<file path="src/rtl/spi_wb_bridge.sv">
// SPI-byte-stream to Wishbone B4 pipelined master bridge.
// Decodes read/write frames with a 20-bit address and issues single-beat bus cycles.
module spi_wb_bridge #(
  parameter int unsigned WB_ADDR_WIDTH = 20,
  parameter int unsigned DATA_WIDTH    = 8
) (
  input  logic                     wb_clock_i,
  input  logic                     wb_reset_i,
  input  logic                     spi_cs_i,
  input  logic                     rx_valid_i,
  input  logic [DATA_WIDTH-1:0]    rx_data_i,
  output logic [DATA_WIDTH-1:0]    tx_data_o,
  output logic                     tx_valid_o,
  output logic                     busy_o,
  output logic                     overflow_o,
  output logic [WB_ADDR_WIDTH-1:0] wb_addr_o,
  output logic [DATA_WIDTH-1:0]    wb_data_o,
  input  logic [DATA_WIDTH-1:0]    wb_data_i,
  output logic                     wb_we_o,
  output logic                     wb_cycle_o,
  output logic                     wb_strobe_o,
  input  logic                     wb_stall_i,
  input  logic                     wb_ack_i
);

  typedef enum logic [2:0] {
    S_CMD, S_ADDR_HI, S_ADDR_LO, S_DATA, S_WB_REQ, S_WB_WAIT, S_RDY, S_IGNORE
  } state_e;

  state_e                   state_q;
  logic                     cs_q, end_q, we_q, cyc_q, stb_q, tx_valid_q, overflow_q;
  logic [WB_ADDR_WIDTH-1:0] addr_q, addr_d;
  logic [DATA_WIDTH-1:0]    wdata_q, tx_data_q;
  logic                     cs_rise, cs_fall, in_bus, done;

  assign cs_rise = spi_cs_i & ~cs_q;
  assign cs_fall = ~spi_cs_i & cs_q;
  assign in_bus  = (state_q == S_WB_REQ) || (state_q == S_WB_WAIT);
  // Completion: ack in WAIT, or ack in the same cycle the request is accepted.
  assign done    = wb_ack_i && ((state_q == S_WB_WAIT) || (state_q == S_WB_REQ && !wb_stall_i));
  assign addr_d  = addr_q + WB_ADDR_WIDTH'(1);

  always_ff @(posedge wb_clock_i) begin
    if (!wb_reset_i) begin
      state_q    <= S_CMD;
      cs_q       <= 1'b0;
      end_q      <= 1'b0;
      we_q       <= 1'b0;
      cyc_q      <= 1'b0;
      stb_q      <= 1'b0;
      tx_valid_q <= 1'b0;
      overflow_q <= 1'b0;
      addr_q     <= '0;
      wdata_q    <= '0;
      tx_data_q  <= '0;
    end else begin
      cs_q       <= spi_cs_i;
      tx_valid_q <= 1'b0;
      if (cs_rise) overflow_q <= 1'b0;
      if (rx_valid_i && in_bus) overflow_q <= 1'b1;
      if (cs_fall && in_bus) end_q <= 1'b1;

      if (done) begin
        cyc_q  <= 1'b0;
        stb_q  <= 1'b0;
        addr_q <= addr_d;
        if (!we_q) begin
          tx_data_q  <= wb_data_i;
          tx_valid_q <= 1'b1;
        end
        // A frame that ended while the bus was busy resumes at the command byte.
        if (end_q || !spi_cs_i) begin
          state_q <= S_CMD;
          end_q   <= 1'b0;
        end else begin
          state_q <= we_q ? S_DATA : S_RDY;
        end
      end else begin
        case (state_q)
          S_WB_REQ: begin
            if (!wb_stall_i) begin
              stb_q   <= 1'b0;
              state_q <= S_WB_WAIT;
            end
          end
          S_WB_WAIT: begin
          end
          default: begin
            if (cs_fall || cs_rise) begin
              state_q <= S_CMD;
              if (cs_rise) begin
                addr_q <= '0;
                we_q   <= 1'b0;
              end
            end else if (rx_valid_i) begin
              if (state_q == S_CMD) begin
                we_q          <= ~rx_data_i[7];
                addr_q[19:16] <= rx_data_i[3:0];
                state_q       <= (rx_data_i[6:4] != 3'b000) ? S_IGNORE : S_ADDR_HI;
              end else if (state_q == S_ADDR_HI) begin
                addr_q[15:8] <= rx_data_i;
                state_q      <= S_ADDR_LO;
              end else if (state_q == S_ADDR_LO) begin
                addr_q[7:0] <= rx_data_i;
                if (we_q) begin
                  state_q <= S_DATA;
                end else begin
                  state_q <= S_WB_REQ;
                  cyc_q   <= 1'b1;
                  stb_q   <= 1'b1;
                end
              end else if (state_q == S_DATA) begin
                wdata_q <= rx_data_i;
                state_q <= S_WB_REQ;
                cyc_q   <= 1'b1;
                stb_q   <= 1'b1;
              end else if (state_q == S_RDY) begin
                state_q <= S_WB_REQ;
                cyc_q   <= 1'b1;
                stb_q   <= 1'b1;
              end
            end
          end
        endcase
      end
    end
  end

  assign tx_data_o   = tx_data_q;
  assign tx_valid_o  = tx_valid_q;
  assign busy_o      = cyc_q;
  assign overflow_o  = overflow_q;
  assign wb_addr_o   = addr_q;
  assign wb_data_o   = wdata_q;
  assign wb_we_o     = we_q;
  assign wb_cycle_o  = cyc_q;
  assign wb_strobe_o = stb_q;

endmodule

</file>
<file path="config.mk">
export PLATFORM = sky130hd
export DESIGN_NAME = spi_wb_bridge
export DESIGN_NICKNAME = d
export VERILOG_FILES = /design/src/rtl/spi_wb_bridge.sv
export SDC_FILE = /design/constraint.sdc
export NUM_CORES = 1
export LEC_CHECK = 0
export CAP_MARGIN = 20
export CORE_MARGIN = 1
export CORE_UTILIZATION = 49
export DETAILED_ROUTE_END_ITERATION = 16
export PLACE_DENSITY_LB_ADDON = 0.2
export REMOVE_ABC_BUFFERS = 1
export SYNTH_ARGS = -nofsm -noshare
export SYNTH_HDL_FRONTEND = slang
export SYNTH_SLANG_ARGS = --single-unit
</file>
<file path="constraint.sdc">
create_clock -name wb_clock_i -period 2.2 [get_ports wb_clock_i]
set_input_delay 0.22 -clock wb_clock_i [delete_from_list [all_inputs] [get_ports wb_clock_i]]
set_output_delay 0.22 -clock wb_clock_i [all_outputs]
set_load 0.02 [all_outputs]
</file>
==> results.tsv <==
stage	metric	value	unit
clock_network	CTS max path bufs	2	
timing	Tcrit/Tclk final	93.8	%
finish	FF/Latch Area	921	um^2
synth	YS warnings	0	
timing	clk_skew	0.00885	ns
grt	largest net degree at the start of global routing	22	
power	cell leakage power	1.31	nW
finish	most common cell after layout, fill and taps aside	clkdlybuf4s50_1	
grt	vias in the first global route	2488	
floorplanning	Cell Rows	25	
place	Placer Congestion	0.936	
finish	most frequent cells in the layout	clkdlybuf4s50_1 (63), dfxtp_1 (46), nand2_1 (36)	
timing	Setup TNS Final	0	ns
synth	Yosys reg bits	46	
timing	pins over their slew limit	0	
clock_network	clock slew at the register clock pins of the worst setup and hold paths	0.09	ns
worst_setup_path	startpoint types	primary input	
place	pre-CTS WS	-0.196	ns
worst_setup_path	CP endpoint kind	flip-flop	
place	DP Cell Count	452	
floorplanning	starting density of the core	52.3	%
finish	final non-filler cell area	3450	um^2
grt	first-pass GRT wire length	11600	um
clock_network	CTS tree	yes	
synth	sequential fraction of the synthesis area	36.6	%
synth	cell taking the most area after synthesis	dfxtp_1	
place	hpwl dp	5330	um
grt	GRT Total Usage	28.2	%
routing	DR vias/cell	5.82	
timing	Worst Tran Pin Value	0.578	ns
timing	Fmax	485	MHz
finish	fin cells	460	
routing	WL per Instance	15.7	um
worst_setup_path	Crit path buffers/inverters	5	
synth	Synth top area share	36.6	%
synth	Netlist cell types	61	
floorplanning	die area	5430	um^2
worst_setup_path	CP Data Arrival Time	2.27	ns
grt	initial antenna violation count	0	
worst_hold_path	class of the worst hold path	primary input to flip-flop	
finish	Fill cells	424	
clock_network	Root Buffer	clkbuf_8	
timing	final hold vios	0	
floorplanning	Die Ht	73.7	um
worst_setup_path	largest stage delay on the critical path	0.47	ns
worst_setup_path	Slowest-stage cell, CP	clkdlybuf4s50_1	
clock_network	CTS sink count	46	
finish	footprint of the multi-input gates	1460	um^2
synth	largest cells by area after synthesis	dfxtp_1 (37%), nand2_1 (5.4%), mux2i_1 (5.2%)	
finish	layout cell share with drive strength beyond 1	13.5	%
power	Power Density	681	nW/um^2
routing	Detailed Route Iter0 Violations	208	
worst_setup_path	CP Class	primary input to flip-flop	
finish	diodes inserted	0	
timing	Max-slew headroom	60.5	%
timing	hold_ws	0.447	ns
floorplanning	Die W	73.7	um
timing	RSZ-0062 raised after global routing	false	
place	DP Area	3360	um^2
synth	synthesized instance count	309	
routing	via count	2676	
routing	ANT nets after route	0	
clock_network	# H-tree levels	2	
routing	Pre-Repair DR Iteration Count	5	
timing	final worst slack	0.137	ns
synth	Synth Flop Type	dfxtp_1	
floorplanning	# IOs	64	
worst_setup_path	Worst Path Max Fanout	10	
routing	Routed WL	7210	um
run	Max-cap violations	0	
grt	total congestion overflow	0	
synth	Avg Cell Area, Syn	8.15	um^2
clock_network	post_cts resized	0	
finish	area delta synth->final	37.0	%
worst_setup_path	Largest delay share family, worst path	buffers and inverters	
worst_setup_path	CP required	2.41	ns
finish	Final Net Count	417	
synth	number of synthesized flops with an enable pin	0	
clock_network	CTS buffer count	5	
clock_network	hold_buf cts	0	
worst_setup_path	worst path cell trace	clkdlybuf4s50_1 > inv_1 > ha_2 > buf_4 > inv_1 > nor3_1 > o21ai_2 > buf_4 > mux2i_1 > a211oi_1	
synth	Post-Syn Area	2520	um^2
routing	DRC	0	
place	PortBufs	63	
status	status	complete, no violations	
floorplanning	Core ar.	4820	um^2
synth	Post-synth ARST share	0	%
power	Worst IR Drop VDD	427	uV
timing	post-route minimum period	2.06	ns
clock_network	Clock Latency Late Sink	0.30	ns
clock_network	postcts setup bufs	0	
timing	final setup violating endpoints	0	
[cells in the mapped netlist, types with 3 or more instances]
library cell,n
nand4_1,12
dfxtp_1,46
buf_2,6
nor2b_1,3
nand2b_1,5
buf_6,3
a21oi_1,23
o21a_1,3
mux2i_1,13
nor3b_1,3
nor3_1,10
nand2_1,36
o21ai_0,12
nand3_1,19
ha_1,3
inv_1,7
clkbuf_1,6
a31oi_1,3
o211a_1,3
and3_1,6
a32o_1,4
nor2_1,31
buf_4,3
[metrics by stage]
step                utilization (%)  total power, W
finish                         71.6         0.00235
global route                   71.6         0.00248
CTS                            71.5         0.00235
detailed placement             69.7         0.00182
global placement               69.7         0.00181
floorplan                         -         0.00144
[metal layers]
metal	vias up	track usage, %	share of wire [%]
met1	1288	34.9	42
li1	1286	-	-
met4	0	13.0	1.7
met5	-	0	0
met2	91	46.4	50
met3	11	6.31	6.6
[layout make-up]
cell class / count / share of cell area (%)
Sequential cell: 46 / 26.7
Timing Repair Buffer: 94 / 25.0
Clock buffer: 5 / 2.00
Inverter: 7 / 0.762
Multi-Input combinational cell: 238 / 42.5
Clock inverter: 3 / 0.617
Tap cell: 67 / 2.43
[sequential cells by signal (all words and copies together) (netlist names)]
name         cells
busy_o           1
cs_q             1
end_q            1
overflow_o       1
state_q          3
tx_data_o        8
tx_valid_o       1
wb_addr_o       20
wb_data_o        8
wb_strobe_o      1
wb_we_o          1
[path summary, 6_finish.rpt]
kind	start	endpoint	slack [ns]	depth (start not counted)
worst max-delay path	spi_cs_i	wb_addr_o[19]	0.14	10
worst min-delay path	wb_data_i[6]	tx_data_o[6]	0.45	3
worst max register to register	state_q[1]	wb_addr_o[18]	0.18	6
worst min register to register	tx_data_o[6]	tx_data_o[6]	0.46	2
[power breakdown]
group	switching, W	internal [W]	total, W
Clock	0.000307	0.000224	0.000530
Combinational	0.000428	0.000397	0.000825
Sequential	0.0000895	0.000904	0.000994
Total	0.000824	0.00153	0.00235
[worst min-delay path: cells and delay by family]
kind | cells | cell delay, ns
compound gates | 1 | 0.05
simple gates | 1 | 0.05
buf+inv | 1 | 0.39
[kinds of logic (layout without fill, tap and decap cells)]
family	count (synthesis)	after routing	share of synthesized area, %
xor+xnor	2	2	0.696
buf+inv	25	109	5.37
fa+ha+maj	3	3	1.49
flops	46	46	36.6
compound gates	75	75	20.3
simple gates	145	145	30.4
mux	13	13	5.17
No activity file was read; power rests on OpenSTA's default activity.
==> edit 1, RTL diff (same flow settings) <==
The 8 states of `state_e` get a one-hot encoding in 8 bits.
--- a/src/rtl/spi_wb_bridge.sv
+++ b/src/rtl/spi_wb_bridge.sv
@@ -23,8 +23,8 @@
   input  logic                     wb_ack_i
 );
 
-  typedef enum logic [2:0] {
-    S_CMD, S_ADDR_HI, S_ADDR_LO, S_DATA, S_WB_REQ, S_WB_WAIT, S_RDY, S_IGNORE
+  typedef enum logic [7:0] {
+    S_CMD = 8'b00000001, S_ADDR_HI = 8'b00000010, S_ADDR_LO = 8'b00000100, S_DATA = 8'b00001000, S_WB_REQ = 8'b00010000, S_WB_WAIT = 8'b00100000, S_RDY = 8'b01000000, S_IGNORE = 8'b10000000
   } state_e;
 
   state_e                   state_q;
Formal check against the unedited RTL: no difference found for any inputs over 4 cycles, from zero or initial values and one cycle with wb_reset_i low; so few cycles prove little.
==> edit 1 against the unedited design <==
- critical path depth fell by 4
- total power fell by 15%
- combinational power is 45% lower
- sequential cell count rose by 5
- first-iteration DRC count grew 13%
- cell area increased by 11%
- sequential share of layout area barely moved
- worst setup slack got worse by 61 ps
- synthesized cell count grew 8.7%
- die area rose by 9.2%
- wire length rose by 14%
- area after synthesis up 9.5%
- highest routed layer unchanged
==> edit 1: results (changes against the unedited design) <==
## Layout
- layout net count: 455, was 417
- fraction of final layout cells with drive strength greater than 1: 0.158, was 0.135
- Filler cells: 447, was 424

## Routing
- amount of wire on met3 after detailed routing: 542 um, was 474 um
- Met1 Routed Length: 3440 um, was 3020 um
- initial drt markers: 234, was 208

## Place
- Placed Instances: 493, was 452
- Placement Cell Area: 3730 um2, was 3360 um2
- global placer's final weighted congestion: 0.913, was 0.936

## STA
- worst hold slack after final layout: 450 ps, was 447 ps
- maximum clock skew at final layout: 9.18 ps, was 8.85 ps
- Slew @ Worst Pin: 377 ps, was 578 ps

## GRT
- largest net degree at the start of global routing: 24, was 22
- grt met2 use: 0.487, was 0.464
- number of global-route vias before repair: 2789, was 2488
- wire length of the first global-routing pass: 13400 um, was 11600 um
- total global routing track utilization: 0.281, was 0.282

## Power
- cell-internal power: 1.40 mW, was 1.53 mW
- logic gate share of total power: 0.228, was 0.351
- maximum vdd ir drop: 0.295 mV, was 0.427 mV

## Worst setup path
- Reg-to-Reg End: wb_addr_o[7]$_SDFFE_PN0P_, was wb_addr_o[18]$_SDFFE_PN0P_
- critical path data arrival time: 2350 ps, was 2270 ps
- largest delay contributor family on the critical path: simple AND/OR/NAND/NOR gates, was buffers and inverters
- CP peak stage delay: 530 ps, was 470 ps

## Synthesis
- multiplexer fraction of the synthesized cell area: 0.0477, was 0.0517
- adder-cell area share of the yosys netlist: 0.0136, was 0.0149
- part of the Yosys area used for sequential elements: 0.370, was 0.366

## Status
- run status: finished clean, unchanged

## edit 1: cell type report
type                    count  area [um2]  area share
flip-flops and latches     51        1020       0.267
clock inverters             3        25.0     0.00653
multi-input cells         255        1620       0.422
clock buffers               5        68.8      0.0180
inverters                  10        37.5     0.00980
repair buffers            107         973       0.254
well taps                  70        87.6      0.0229
## edit 1: repair_timing
item / CTS / global route
resized for setup: 0 / 3
hold buffers: 0 / 0
setup endpoints to repair: 0 / 11
## edit 1: per-stage QoR
| step | setup slack [ps] | util |
|---|---|---|
| 4_1_cts | 2.79 | 0.725 |
| 3_5_place_dp | -164 | 0.707 |
| 6_report | 76.5 | 0.727 |
| 5_1_grt | 16.7 | 0.727 |
| 3_3_place_gp | -123 | 0.707 |
| 2_1_floorplan | -232 | - |
## edit 1: worst min-delay path, stage by stage
cell	delay (ps)
sky130_fd_sc_hd__clkdlybuf4s50_1	390
sky130_fd_sc_hd__nand2_1	60
sky130_fd_sc_hd__a21oi_1	50
==> edit 2, RTL diff (same settings) <==
Without the edit above. Put one more register stage on the output `overflow_o`, with the module's reset. The value now appears one clock later. The other outputs are not delayed to match.
--- a/src/rtl/spi_wb_bridge.sv
+++ b/src/rtl/spi_wb_bridge.sv
@@ -129,7 +129,13 @@
   assign tx_data_o   = tx_data_q;
   assign tx_valid_o  = tx_valid_q;
   assign busy_o      = cyc_q;
-  assign overflow_o  = overflow_q;
+  always_ff @(posedge wb_clock_i) begin
+    if (!wb_reset_i) begin
+      overflow_o <= '0;
+    end else begin
+      overflow_o <= overflow_q;
+    end
+  end
   assign wb_addr_o   = addr_q;
   assign wb_data_o   = wdata_q;
   assign wb_we_o     = we_q;
Behaviour: not the same (a bounded check fails within 10 cycles, from zero or initial values and one cycle with wb_reset_i low).
==> edit 2 against the unedited design <==
- wire length is 7.8% higher
- clock power fell by 2%
- worst setup slack better by 2.8 ps
- utilization shrank 2.1 points
- combinational power is 19% higher
- total power is 7.1% higher
- critical path depth decreased by 2
- cell count rose by 6.3%
- sequential cell count rose by 1
- cell area grew 2.9%
- area after synthesis is 3.2% higher
- critical endpoint is now wb_addr_o[3]$_SDFFE_PN0P_
- largest power group unchanged
==> edit 2: results (changes against the unedited design) <==
## Status
- run status: finished clean, unchanged

## Synthesis
- Cell variety after synth: 55, was 61
- part of the Yosys area used for sequential elements: 0.362, was 0.366
- Commonest cells post-synth: sky130_fd_sc_hd__dfxtp_1, sky130_fd_sc_hd__nand2_1, sky130_fd_sc_hd__a21oi_1, was sky130_fd_sc_hd__dfxtp_1, sky130_fd_sc_hd__nand2_1, sky130_fd_sc_hd__nor2_1
- leading cell types by total area after synthesis: sky130_fd_sc_hd__dfxtp_1, sky130_fd_sc_hd__a21oi_1, sky130_fd_sc_hd__nand2_1, was sky130_fd_sc_hd__dfxtp_1, sky130_fd_sc_hd__nand2_1, sky130_fd_sc_hd__mux2i_1
- number of instances in the synthesized netlist: 339, was 309

## STA
- smallest setup slack after layout: 140 ps, was 137 ps
- maximum clock skew at final layout: 5.67 ps, was 8.85 ps
- worst rel slew slack: 0.658, was 0.605

## GRT
- wire length of the first global-routing pass: 12300 um, was 11600 um
- number of global-route vias before repair: 2542, was 2488
- antenna violations before repair: 1, was 0
- largest net degree at the start of global routing: 23, was 22
- total global routing track utilization: 0.290, was 0.282

## Power
- Static Leak: 1.27 nW, was 1.31 nW
- maximum vdd ir drop: 0.450 mV, was 0.427 mV
- switching power: 927 uW, was 824 uW

## Clock tree
- number of buffers added by the clock tree synthesis step: 5, unchanged
- post-cts gate resize count: 0, unchanged
- Worst-path clk slew: 90 ps, about the same

## Place
- Placed Instances: 482, was 452
- post-detail-place hpwl: 5720 um, was 5330 um
- post-place setup slack: -190 ps, was -196 ps
- global placer's final weighted congestion: 0.953, was 0.936

## Worst setup path
- critical path data arrival time: 2250 ps, was 2270 ps
- largest delay contributor family on the critical path: compound AO/OA/AOI/OAI gates, was buffers and inverters
- origin of the critical flop-to-flop path: wb_addr_o[1]$_SDFFE_PN0P_, was state_q[1]$_SDFFE_PN0P_
- Worst Path Max Fanout: 8, was 10

## Routing
- Detailed Route WL: 7770 um, was 7210 um
- initial drt markers: 238, was 208
- via/cell ratio: 5.95, was 5.82

## Layout
- area of the multi-input gates: 1500 um2, was 1460 um2
- fin cells: 489, was 460
- antenna cell count: 0, unchanged
- fraction of final layout cells with drive strength greater than 1: 0.122, was 0.135
- layout net count: 444, was 417

## Hold path
- class of the tightest hold or removal check: reg2reg, was in2reg

edit 2: changes by cell type after synthesis, sizes merged, moves of 5 or more:
cell    unedited run  this run
a21oi             24        37
mux2i             13         0
nand2             36        46
a211oi             2         9
clkbuf             6        12
nor2              32        26
o21ai             15        21
inv                7        12
edit 2: cells by family (layout without fill, tap and decap cells):
family,count (synthesis),in the layout,synth area share
DFF,47,47,0.362
xor gates and xnor gates,3,3,0.0101
adders and majority gates,3,3,0.0144
buffers and inverters,36,116,0.0621
and+or+nand+nor,137,137,0.263
AOI/OAI and AO/OA,113,113,0.288
edit 2: path summary, 6_finish.rpt:
kind,depth (start not counted),to
worst max-delay path,8,wb_addr_o[3]$_SDFFE_PN0P_
worst min-delay path,1,overflow_o$_SDFF_PN0_
worst max register to register,7,wb_addr_o[14]$_SDFFE_PN0P_
worst min register to register,1,overflow_o$_SDFF_PN0_
edit 2: power by group through the flow:
stage | logic, mW | registers, mW | clock network, mW
3_3_place_gp | 0.957 | 1.03 | 0
6_report | 0.982 | 1.02 | 0.517
5_1_grt | 1.06 | 1.03 | 0.565
3_5_place_dp | 0.965 | 1.03 | 0
4_1_cts | 0.971 | 1.01 | 0.524
2_1_floorplan | 0.435 | 1.12 | 0
edit 2: final cells by class:
cell class | count | area share
clock inverters | 2 | 0.00388
well taps | 70 | 0.0247
repair buffers | 97 | 0.250
multi-input cells | 256 | 0.424
inverters | 12 | 0.0127
clock buffers | 5 | 0.0194
flip-flops and latches | 47 | 0.266
edit 2: per-layer routing:
metal  track usage  vias to the layer above  share of wire
met3        0.0589                       19          0.064
met4         0.105                        0          0.022
li1              -                     1396              -
met1         0.396                     1363           0.44
met5             0                        -              0
met2         0.452                      132           0.48
